--- config.mk ---
export PLATFORM = sky130hd
export DESIGN_NAME = rom_sdram_arbiter
export DESIGN_NICKNAME = d
export VERILOG_FILES = /design/src/rtl/rom_sdram_arbiter.sv
export SDC_FILE = /design/constraint.sdc
export NUM_CORES = 1
export LEC_CHECK = 0
export CORE_ASPECT_RATIO = 1.4
export CORE_MARGIN = 1.5
export CORE_UTILIZATION = 49
export DETAILED_ROUTE_END_ITERATION = 12
export HOLD_SLACK_MARGIN = 0.1
export PLACE_DENSITY_LB_ADDON = 0.08
export SLEW_MARGIN = 30
export SYNTH_ARGS = -nofsm -noshare
export SYNTH_HDL_FRONTEND = slang
export SYNTH_SLANG_ARGS = --single-unit
--- constraint.sdc ---
create_clock -name clock_24 -period 8.1 [get_ports clock_24]
set_input_delay 1.62 -clock clock_24 [delete_from_list [all_inputs] [get_ports clock_24]]
set_output_delay 1.62 -clock clock_24 [all_outputs]
set_load 0.03 [all_outputs]
--- src/rtl/rom_sdram_arbiter.sv ---
// Shares the toggle-handshake SDRAM ROM port between the ioctl download writer and
// the CPU / GFX ROM readers, with a one-word hit cache in front of each reader.
module rom_sdram_arbiter #(
    parameter logic [21:0] CPU_BASE  = 22'h000000,
    parameter logic [21:0] GFX_BASE  = 22'h008000,
    parameter logic [24:0] DL_OFFSET = 25'h0
) (
    input  logic        clock_24,
    input  logic        reset,
    input  logic        dl_active,
    input  logic        dl_wr,
    input  logic [24:0] dl_addr,
    input  logic [7:0]  dl_data,
    input  logic        cpu_rd,
    input  logic [15:0] cpu_addr,
    output logic [7:0]  cpu_dout,
    output logic        cpu_valid,
    input  logic        gfx_rd,
    input  logic [15:0] gfx_addr,
    output logic [7:0]  gfx_dout,
    output logic        gfx_valid,
    output logic        mem_req,
    input  logic        mem_ack,
    output logic        mem_we,
    output logic [21:0] mem_addr,
    output logic [1:0]  mem_ds,
    output logic [15:0] mem_din,
    input  logic [15:0] mem_dout,
    output logic        dl_overflow
);

    localparam int unsigned MEM_AW = 22;
    localparam int unsigned TAG_W  = 15;
    localparam int unsigned WORD_W = 16;
    localparam int unsigned DL_AW  = 25;

    typedef enum logic {ST_IDLE, ST_WAIT} state_t;

    state_t              state;
    logic                dl_wr_q;
    logic                pend;
    logic [MEM_AW-1:0]   pend_addr;
    logic [1:0]          pend_ds;
    logic [WORD_W-1:0]   pend_din;
    logic                wait_rd;
    logic                wait_gfx;
    logic                wait_lsb;
    logic                wait_drop;
    logic [TAG_W-1:0]    wait_tag;
    logic                prio_gfx;
    logic                cpu_cv;
    logic                gfx_cv;
    logic [TAG_W-1:0]    cpu_tag;
    logic [TAG_W-1:0]    gfx_tag;
    logic [WORD_W-1:0]   cpu_cdata;
    logic [WORD_W-1:0]   gfx_cdata;
    logic                cpu_done;
    logic                gfx_done;
    logic [15:0]         cpu_done_addr;
    logic [15:0]         gfx_done_addr;

    logic                dl_edge_c;
    logic [DL_AW-1:0]    dl_rel_c;
    logic [MEM_AW-1:0]   dl_word_c;
    logic                dl_unused_c;
    logic                cpu_new_c;
    logic                gfx_new_c;
    logic                cpu_hit_c;
    logic                gfx_hit_c;
    logic                cpu_miss_c;
    logic                gfx_miss_c;
    logic                pick_gfx_c;
    logic [MEM_AW-1:0]   cpu_word_addr_c;
    logic [MEM_AW-1:0]   gfx_word_addr_c;

    // Download byte mapping; the top two relative address bits fall outside the SDRAM.
    assign dl_edge_c   = dl_wr & ~dl_wr_q;
    assign dl_rel_c    = dl_addr - DL_OFFSET;
    assign dl_word_c   = dl_rel_c[22:1];
    assign dl_unused_c = ^dl_rel_c[24:23];

    // A held request that already produced valid is not a new request.
    assign cpu_new_c  = cpu_rd & ~(cpu_done & (cpu_addr == cpu_done_addr));
    assign gfx_new_c  = gfx_rd & ~(gfx_done & (gfx_addr == gfx_done_addr));
    assign cpu_hit_c  = cpu_new_c & cpu_cv & (cpu_tag == cpu_addr[15:1]) & ~dl_active;
    assign gfx_hit_c  = gfx_new_c & gfx_cv & (gfx_tag == gfx_addr[15:1]) & ~dl_active;
    assign cpu_miss_c = cpu_new_c & ~cpu_hit_c & ~dl_active;
    assign gfx_miss_c = gfx_new_c & ~gfx_hit_c & ~dl_active;

    // Priority pointer flips only when a tie is decided, so the previous tie winner loses the next one.
    assign pick_gfx_c = gfx_miss_c & (~cpu_miss_c | prio_gfx);

    assign cpu_word_addr_c = CPU_BASE + MEM_AW'(cpu_addr[15:1]);
    assign gfx_word_addr_c = GFX_BASE + MEM_AW'(gfx_addr[15:1]);

    always_ff @(posedge clock_24 or posedge reset) begin
        if (reset) begin
            state         <= ST_IDLE;
            dl_wr_q       <= 1'b0;
            pend          <= 1'b0;
            pend_addr     <= '0;
            pend_ds       <= '0;
            pend_din      <= '0;
            wait_rd       <= 1'b0;
            wait_gfx      <= 1'b0;
            wait_lsb      <= 1'b0;
            wait_drop     <= 1'b0;
            wait_tag      <= '0;
            prio_gfx      <= 1'b0;
            cpu_cv        <= 1'b0;
            gfx_cv        <= 1'b0;
            cpu_tag       <= '0;
            gfx_tag       <= '0;
            cpu_cdata     <= '0;
            gfx_cdata     <= '0;
            cpu_done      <= 1'b0;
            gfx_done      <= 1'b0;
            cpu_done_addr <= '0;
            gfx_done_addr <= '0;
            cpu_dout      <= '0;
            cpu_valid     <= 1'b0;
            gfx_dout      <= '0;
            gfx_valid     <= 1'b0;
            mem_req       <= 1'b0;
            mem_we        <= 1'b0;
            mem_addr      <= '0;
            mem_ds        <= '0;
            mem_din       <= '0;
            dl_overflow   <= 1'b0;
        end else begin
            dl_wr_q   <= dl_wr;
            cpu_valid <= 1'b0;
            gfx_valid <= 1'b0;
            if (!cpu_rd) cpu_done <= 1'b0;
            if (!gfx_rd) gfx_done <= 1'b0;

            // Cache hits bypass the FSM entirely.
            if (cpu_hit_c) begin
                cpu_valid     <= 1'b1;
                cpu_dout      <= cpu_addr[0] ? cpu_cdata[15:8] : cpu_cdata[7:0];
                cpu_done      <= 1'b1;
                cpu_done_addr <= cpu_addr;
            end
            if (gfx_hit_c) begin
                gfx_valid     <= 1'b1;
                gfx_dout      <= gfx_addr[0] ? gfx_cdata[15:8] : gfx_cdata[7:0];
                gfx_done      <= 1'b1;
                gfx_done_addr <= gfx_addr;
            end

            if (dl_edge_c) begin
                if (pend) begin
                    dl_overflow <= 1'b1;
                end else begin
                    pend      <= 1'b1;
                    pend_addr <= dl_word_c;
                    pend_ds   <= {dl_rel_c[0], ~dl_rel_c[0]};
                    pend_din  <= {dl_data, dl_data};
                end
            end

            case (state)
                ST_IDLE: begin
                    if (pend || dl_edge_c) begin
                        state    <= ST_WAIT;
                        mem_req  <= ~mem_req;
                        mem_we   <= 1'b1;
                        wait_rd  <= 1'b0;
                        mem_addr <= pend ? pend_addr : dl_word_c;
                        mem_ds   <= pend ? pend_ds : {dl_rel_c[0], ~dl_rel_c[0]};
                        mem_din  <= pend ? pend_din : {dl_data, dl_data};
                    end else if (cpu_miss_c || gfx_miss_c) begin
                        state     <= ST_WAIT;
                        mem_req   <= ~mem_req;
                        mem_we    <= 1'b0;
                        mem_ds    <= 2'b11;
                        wait_rd   <= 1'b1;
                        wait_drop <= 1'b0;
                        wait_gfx  <= pick_gfx_c;
                        mem_addr  <= pick_gfx_c ? gfx_word_addr_c : cpu_word_addr_c;
                        wait_tag  <= pick_gfx_c ? gfx_addr[15:1] : cpu_addr[15:1];
                        wait_lsb  <= pick_gfx_c ? gfx_addr[0] : cpu_addr[0];
                        if (cpu_miss_c && gfx_miss_c) prio_gfx <= ~pick_gfx_c;
                    end
                end
                ST_WAIT: begin
                    if (dl_active) wait_drop <= 1'b1;
                    if (mem_ack == mem_req) begin
                        state <= ST_IDLE;
                        if (!wait_rd) begin
                            pend <= 1'b0;
                        end else if (!wait_drop && !dl_active) begin
                            if (wait_gfx) begin
                                gfx_cv        <= 1'b1;
                                gfx_tag       <= wait_tag;
                                gfx_cdata     <= mem_dout;
                                gfx_valid     <= 1'b1;
                                gfx_dout      <= wait_lsb ? mem_dout[15:8] : mem_dout[7:0];
                                gfx_done      <= 1'b1;
                                gfx_done_addr <= gfx_addr;
                            end else begin
                                cpu_cv        <= 1'b1;
                                cpu_tag       <= wait_tag;
                                cpu_cdata     <= mem_dout;
                                cpu_valid     <= 1'b1;
                                cpu_dout      <= wait_lsb ? mem_dout[15:8] : mem_dout[7:0];
                                cpu_done      <= 1'b1;
                                cpu_done_addr <= cpu_addr;
                            end
                        end
                    end
                end
            endcase

            // Download traffic makes any cached ROM word suspect.
            if (dl_active) begin
                cpu_cv <= 1'b0;
                gfx_cv <= 1'b0;
            end
        end
    end

endmodule
==> summary.md, run 1 <==
| Metric | Value |
|---|---|
| Rows | 62 |
| All-Layer GR Usage | 22.6% |
| Net Count, Synth | 1035 |
| Crit path required time | 8.49 ns |
| Pint | 2.67 mW |
| Hold buffer count at CTS | 0 |
| Starting density of the core | 49.8% |
| Wirelength, routed | 24000 µm |
| Ports | 149 |
| HP Class | register to register |
| Clk_skew | 0.0136 ns |
| Final WS setup | 3.61 ns |
| Setup tns final | 0 ns |
| Routed Antenna Nets | 0 |
| Vias | 7139 |
| Syn_area_per_cell | 10.7 µm² |
| Min cycle time layout | 4.49 ns |
| Final period util | 55.4% |
| Max-slew violation count | 0 |
| Final GP Congestion | 0.804 |
| Residual DRC | 0 |
| Nets | 1161 |
| DR pass1 iterations | 5 |
| Worst-path clk slew | 0.06 ns |
| Area Growth Syn to Fin | 23.0% |
| HP Start | dl_overflow |
| Actual slew at the worst max-slew pin | 0.916 ns |
| Initial antenna violation count | 1 |
| Yosys cell types | 48 |
| Final Setup Violations | 0 |
| R2r setup slk | 5.17 ns |
| Crit start category | primary input |
| Antenna Cells | 0 |
| Largest family of logic cells by synthesized area | simple AND/OR/NAND/NOR gates |
| CP max stage cell | o211a_1 |
| Switching power | 1.43 mW |
| CTS root buf | clkbuf_16 |
| Worst EP arrival | 4.87 ns |
| Clock power frac | 24.4% |
| Routed length per instance | 17.9 µm |
| Post-DP HPWL | 16100 µm |
| Post-synthesis mux area share | 12.6% |
| Reg2reg start | cpu_done_addr[13] |
| CTS Buffer Depth | 3 |
| Synth Area in Simple Gates | 13.5% |
| Final std cells w/o fill | 1345 |
| Total chip power | 4.11 mW |
| H-Tree Depth | 1 |
| Synth Area in Compound Gates | 10.2% |
| Sequential power share | 41.8% |
| Xor/xnor share of the synthesized area | 5.60% |
| CTS tree | done |
| Rel. slew slack | 38.9% |
| First-pass GRT wire length | 39500 µm |
| Vias per cell | 5.31 |
| Sw frac | 34.9% |
| Synthesized area | 10200 µm² |
| Power Dens Cells | 328 nW/µm² |
| GRT Residual Overflow | 0 |
| Post_cts resized | 0 |
| Slowest Stage Delay on Critical Path | 0.79 ns |
| Largest delay share family, worst path | compound AO/OA/AOI/OAI gates |
| Worst-path maximum fanout | 18 |
| # Post-CTS Setup Buffers | 0 |
| Critical Path, Cell by Cell | clkdlybuf4s50_1, xor2_1, nor4_1, nand4_1, o211ai_2, o211a_1, o22ai_1, a22o_1 |
| Core area | 20400 µm² |
| Die width | 125 µm |
| Max_cap viols | 0 |
| CP Capture Type | register |
| Fraction of registers with async set/reset | 100% |
| Die ar. | 21600 µm² |
| Seq cells post-synth | 222 |
| Most used flip-flop cell after synthesis | dfrtp_1 |
| VDD IR max | 274 µV |
| Unrepaired setup endpoints after global routing | no |
| Clock sinks | 222 |
| Critical Path Start | cpu_addr[0] |
| Proportion of layout cells with a drive suffix above 1 | 13.9% |
| WP buf/inv | 1 |
| YS warnings | 0 |
| Initial DRC Count | 310 |
| Fmax | 0.223 GHz |
| Placed instance area | 11800 µm² |
| Syn Inst Count | 947 |
| CTS Buf Count | 23 |
| Vias in the first global route | 7367 |
| Setup CP Type | primary input to register |
| Status | completed |
| Seq/Total Area, Yosys | 54.6% |
| Largest net degree at the start of global routing | 110 |
| I/O Buffers | 146 |
| Final instance area | 12500 µm² |
| Pre-CTS setup slack | 3.09 ns |
| LEAKAGE | 6.05 nW |
| Final hold vios | 0 |
| Die Ht | 173 µm |
| Adder-Cell Fraction of Synth Area | 0% |
| Worst skew pair latency | 0.50 ns |
| Placed Instances | 1304 |
| Post-synth EDFFs | 0 |
| Combinational share of power | 33.8% |
[flip-flops by register name, indices dropped and copies added, names as in the netlist, 2 cells and up]
register / flops
gfx_cdata: 16
mem_ds: 2
mem_din: 16
pend_ds: 2
gfx_done_addr: 16
cpu_cdata: 16
pend_din: 16
gfx_tag: 15
mem_addr: 22
wait_tag: 15
cpu_dout: 8
cpu_tag: 15
cpu_done_addr: 16
pend_addr: 22
gfx_dout: 8
[cells in the mapped netlist (13+ instances only)]
| master | instances | share of area [%] |
|---|---|---|
| nand2_1 | 254 | 9.4 |
| dfrtp_1 | 222 | 55 |
| mux2_2 | 72 | 8.0 |
| o21ai_0 | 41 | 2.0 |
| clkbuf_1 | 35 | 1.3 |
| xnor2_1 | 33 | 2.8 |
| xor2_1 | 32 | 2.8 |
| a21oi_1 | 30 | 1.5 |
| mux2i_1 | 25 | 2.5 |
| inv_1 | 21 | 0.78 |
| a22o_1 | 15 | 1.3 |
| a22oi_1 | 14 | 1.0 |
| o22a_1 | 14 | 1.2 |
| nor2_1 | 13 | 0.48 |
| nor2b_1 | 13 | 0.80 |
| o22ai_1 | 13 | 0.80 |
[cells by family after synthesis]
group           after synthesis
buf+inv                      75
flops                       222
mux                         114
simple gates                320
xor+xnor                     65
compound gates              151
[path summary, 6_finish.rpt]
check | to | cells after the start
max in group asynchronous | cpu_cdata[2] | 3
min in group asynchronous | mem_addr[7] | 2
max reg2reg | wait_tag[11] | 7
max | wait_tag[11] | 8
min | dl_overflow | 1
min reg2reg | dl_overflow | 1
[cells in the final DEF (no fill, tap or decap), types with 2 or more instances in the layout]
cell / count
nor3_1: 3
o21ai_1: 3
a22o_1: 15
o221ai_1: 2
mux2_2: 72
nand2_4: 3
clkinv_2: 7
nor2_1: 11
mux2i_1: 25
o22ai_2: 9
nor2b_1: 12
nand3_1: 2
inv_1: 20
clkbuf_8: 6
a22oi_1: 14
o22ai_1: 13
a21oi_1: 30
mux2_4: 8
dfrtp_1: 221
clkbuf_16: 23
clkdlybuf4s50_1: 146
mux2_1: 9
nand4_1: 10
xnor2_1: 33
nand2_1: 254
a21o_1: 4
o21ai_0: 41
nor2_2: 3
clkbuf_1: 5
nor4_1: 7
buf_4: 8
nand2b_1: 5
xor2_1: 32
or2_2: 2
o22a_1: 14
[power by group through the flow]
stage               sequential, mW  clock (mW)  combinational, mW
finish                        1.72        1.00               1.39
global route                  1.76        1.07               1.53
CTS                           1.72        1.03               1.40
detailed placement            1.73           0               1.40
global placement              1.72           0               1.37
floorplan                     1.90           0              0.733
[metrics by stage]
stage	hold slack, ns	utilization (%)
2_1_floorplan	0.437	-
3_3_place_gp	0.449	57.6
3_5_place_dp	0.446	57.8
4_1_cts	0.474	61.3
5_1_grt	0.486	61.3
6_report	0.468	61.3
[per-layer routing]
metal	track usage, %	wire (µm)	vias to the layer above
met5	0	14	-
met2	37.2	11900	139
met1	30.4	10500	3510
met4	6.94	516	2
met3	4.20	1080	29
li1	-	-	3459
[cell type report]
| type | count | area (µm²) |
|---|---|---|
| multi-input cells | 650 | 4280 |
| flip-flops and latches | 222 | 5560 |
| fillers | 1759 | 7900 |
| well taps | 256 | 320 |
| inverters | 21 | 86.3 |
| clock inverters | 7 | 35.0 |
| repair buffers | 155 | 1550 |
| clock buffers | 34 | 677 |
No activity file was read; power rests on OpenSTA's default activity.
==> run 2, diff against run 1 <==
Settings changed: CORE_UTILIZATION 49 to 55.
Clock period 8.1 ns to 4.6 ns, I/O delays scaled along.
==> summary.md, run 2 (same netlist as run 1, synthesis figures left out) <==
| Metric | Value |
|---|---|
| Status | completed |
| Hold Path Cell Cnt | 2 (+1) |
| Placed instance area | 11900 µm² (+0.53%) |
| Met2 WL | 11600 µm (-2.2%) |
| Power Dens Cells | 575 nW/µm² (+75%) |
| Clock sinks | 222 (unchanged) |
| Crit start category | primary input |
| CTS Buffer Depth | 3 (unchanged) |
| R2R depth | 8 (+1) |
| Layout Utilization | 69.6% (+8.3 points) |
| Antenna Cells | 0 (unchanged) |
| Crit path required time | 5.03 ns (-3.46 ns) |
| HP Class | register to register |
| Setup tns final | 0 ns (unchanged) |
| Routed Antenna Nets | 0 (unchanged) |
| Largest delay share family, worst path | compound AO/OA/AOI/OAI gates |
| Multi-input logic area | 4280 µm² (about the same) |
| Residual DRC | 0 (unchanged) |
| Storage element area | 5560 µm² (unchanged) |
| Final period util | 76.5% |
| Final GP Congestion | 0.808 (+0.49%) |
| Setup CP Type | primary input to register |
| Top Metal Used | met4 |
| Core area | 18100 µm² (-11%) |
| Area Growth Syn to Fin | 23.6% |
| Final hold vios | 0 (unchanged) |
| CTS tree | done |
| Final-layout fill cell count | 1395 (-21%) |
| Levels on crit path | 9 (+1) |
| Top flop regs | mem_addr: 22 flops, pend_addr: 22 flops |
| Final Setup Violations | 0 (unchanged) |
| Post_cts resized | 0 (unchanged) |
| Vias | 7272 (+1.9%) |
| Post-DP HPWL | 16200 µm (+0.66%) |
| CTS root buf | clkbuf_16 |
| I/O Buffers | 146 (unchanged) |
| CTS Buf Count | 22 (-4.3%) |
| Commonest non-fill, non-tap cells in the layout | nand2_1 (254), dfrtp_1 (221), clkdlybuf4s50_1 (146) |
| CP max stage cell | o211a_1 |
| DR pass1 iterations | 4 (-1) |
| Ports | 149 (unchanged) |
| Fmax | 0.284 GHz |
| Wl on met1 | 9740 µm (-7.4%) |
| Vias per cell | 5.44 (+2.5%) |
| WP buf/inv | 2 (+1) |
| Rel. slew slack | 35.3% (-3.6 points) |
| Most common cell after layout, fill and taps aside | nand2_1 |
| Rows | 58 (-6.5%) |
| Die width | 118 µm (-5.5%) |
| All-Layer GR Usage | 24.8% (+2.3 points) |
| Initial DRC Count | 257 (-17%) |
| Actual slew at the worst max-slew pin | 0.965 ns (+0.0494 ns) |
| Metal3 WL | 1330 µm (+23%) |
| Starting density of the core | 56.3% (+6.4 points) |
| Largest net degree at the start of global routing | 80 (-27%) |
| Die Ht | 164 µm (-5.5%) |
| # Post-CTS Setup Buffers | 0 (unchanged) |
| LEAKAGE | 6.09 nW (+0.70%) |
| Wirelength, routed | 23400 µm (-2.5%) |
| H-Tree Depth | 1 (unchanged) |
| GRT Residual Overflow | 0 (unchanged) |
| Worst skew pair latency | 0.51 ns (about the same) |
| Final instance area | 12600 µm² (+0.50%) |
| Worst-path maximum fanout | 15 (-3) |
| Die ar. | 19300 µm² (-11%) |
| Slowest Stage Delay on Critical Path | 0.67 ns (-0.12 ns) |
| Vias in the first global route | 7292 (-1.0%) |
| Hold buffer count at CTS | 0 (unchanged) |
| Proportion of layout cells with a drive suffix above 1 | 14.3% (+0.46 points) |
| Worst EP arrival | 3.95 ns (-0.92 ns) |
| Initial antenna violation count | 0 (-1) |
| CP Capture Type | register |
| WHS | 0.466 ns (-0.00284 ns) |
| First-pass GRT wire length | 38100 µm (-3.5%) |
| Nets | 1171 (+0.86%) |
| Unrepaired setup endpoints after global routing | no |
| Min cycle time layout | 3.52 ns |
| Max-slew violation count | 0 (unchanged) |
| Clk_skew | 0.0156 ns (+0.00199 ns) |
| VDD IR max | 530 µV (+93%) |
| Routed length per instance | 17.5 µm (-1.8%) |
| Worst-path clk slew | 0.06 ns (about the same) |
| Max_cap viols | 0 (unchanged) |
| Critical Path, Cell by Cell | clkdlybuf4s50_1, xor2_1, nor4_1, nand4_1, o211ai_2, o211a_1, buf_4, o22ai_1, a21oi_1 |
-- run 2: cell type report --
class,instances,share of cell area [%]
clock inverters,2,0.0796
multi-input cells,650,34.1
clock buffers,35,5.49
repair buffers,166,13.1
flip-flops and latches,222,44.2
inverters,21,0.657
well taps,240,2.39
-- run 2: metal layers --
metal | up-vias | track usage, %
li1 | 3483 | -
met1 | 3564 | 32.0
met2 | 179 | 42.3
met3 | 46 | 4.65
met4 | 0 | 8.81
met5 | - | 0
-- run 2: worst register-to-register path, cell delays in order (launching register included) --
cell      delay (ns)
dfrtp_1         0.38
xor2_1          0.16
nor4_1          0.36
nand4_1         0.18
o211ai_2        0.44
o211a_1         0.68
buf_4           0.26
o22ai_1         0.13
a21oi_1         0.19
-- run 2: metrics by stage --
step / total power, mW / cells / worst slack, ns
CTS: 7.29 / 1336 / 1.09
global placement: 5.47 / 1299 / 0.599
global route: 7.66 / 1336 / 0.935
detailed placement: 5.53 / 1299 / 0.558
finish: 7.23 / 1336 / 1.08
floorplan: 4.63 / 947 / 0.784
-- run 2: final timing paths --
path,from,end,slack [ns]
setup / recovery,cpu_addr[13],wait_tag[14],1.08
hold / removal,pend_addr[14],pend_addr[14],0.47
setup reg to reg,cpu_done_addr[13],wait_tag[14],1.74
hold reg to reg,pend_addr[14],pend_addr[14],0.47
max in group asynchronous,reset,gfx_dout[5],2.81
min in group asynchronous,reset,cpu_done_addr[10],0.92
-- run 2: report_power, final --
| group | total [mW] | internal (mW) | switching [mW] |
|---|---|---|---|
| combinational | 2.44 | 1.11 | 1.33 |
| sequential | 3.05 | 2.60 | 0.449 |
| clock | 1.74 | 1.02 | 0.716 |
| total | 7.23 | 4.73 | 2.50 |
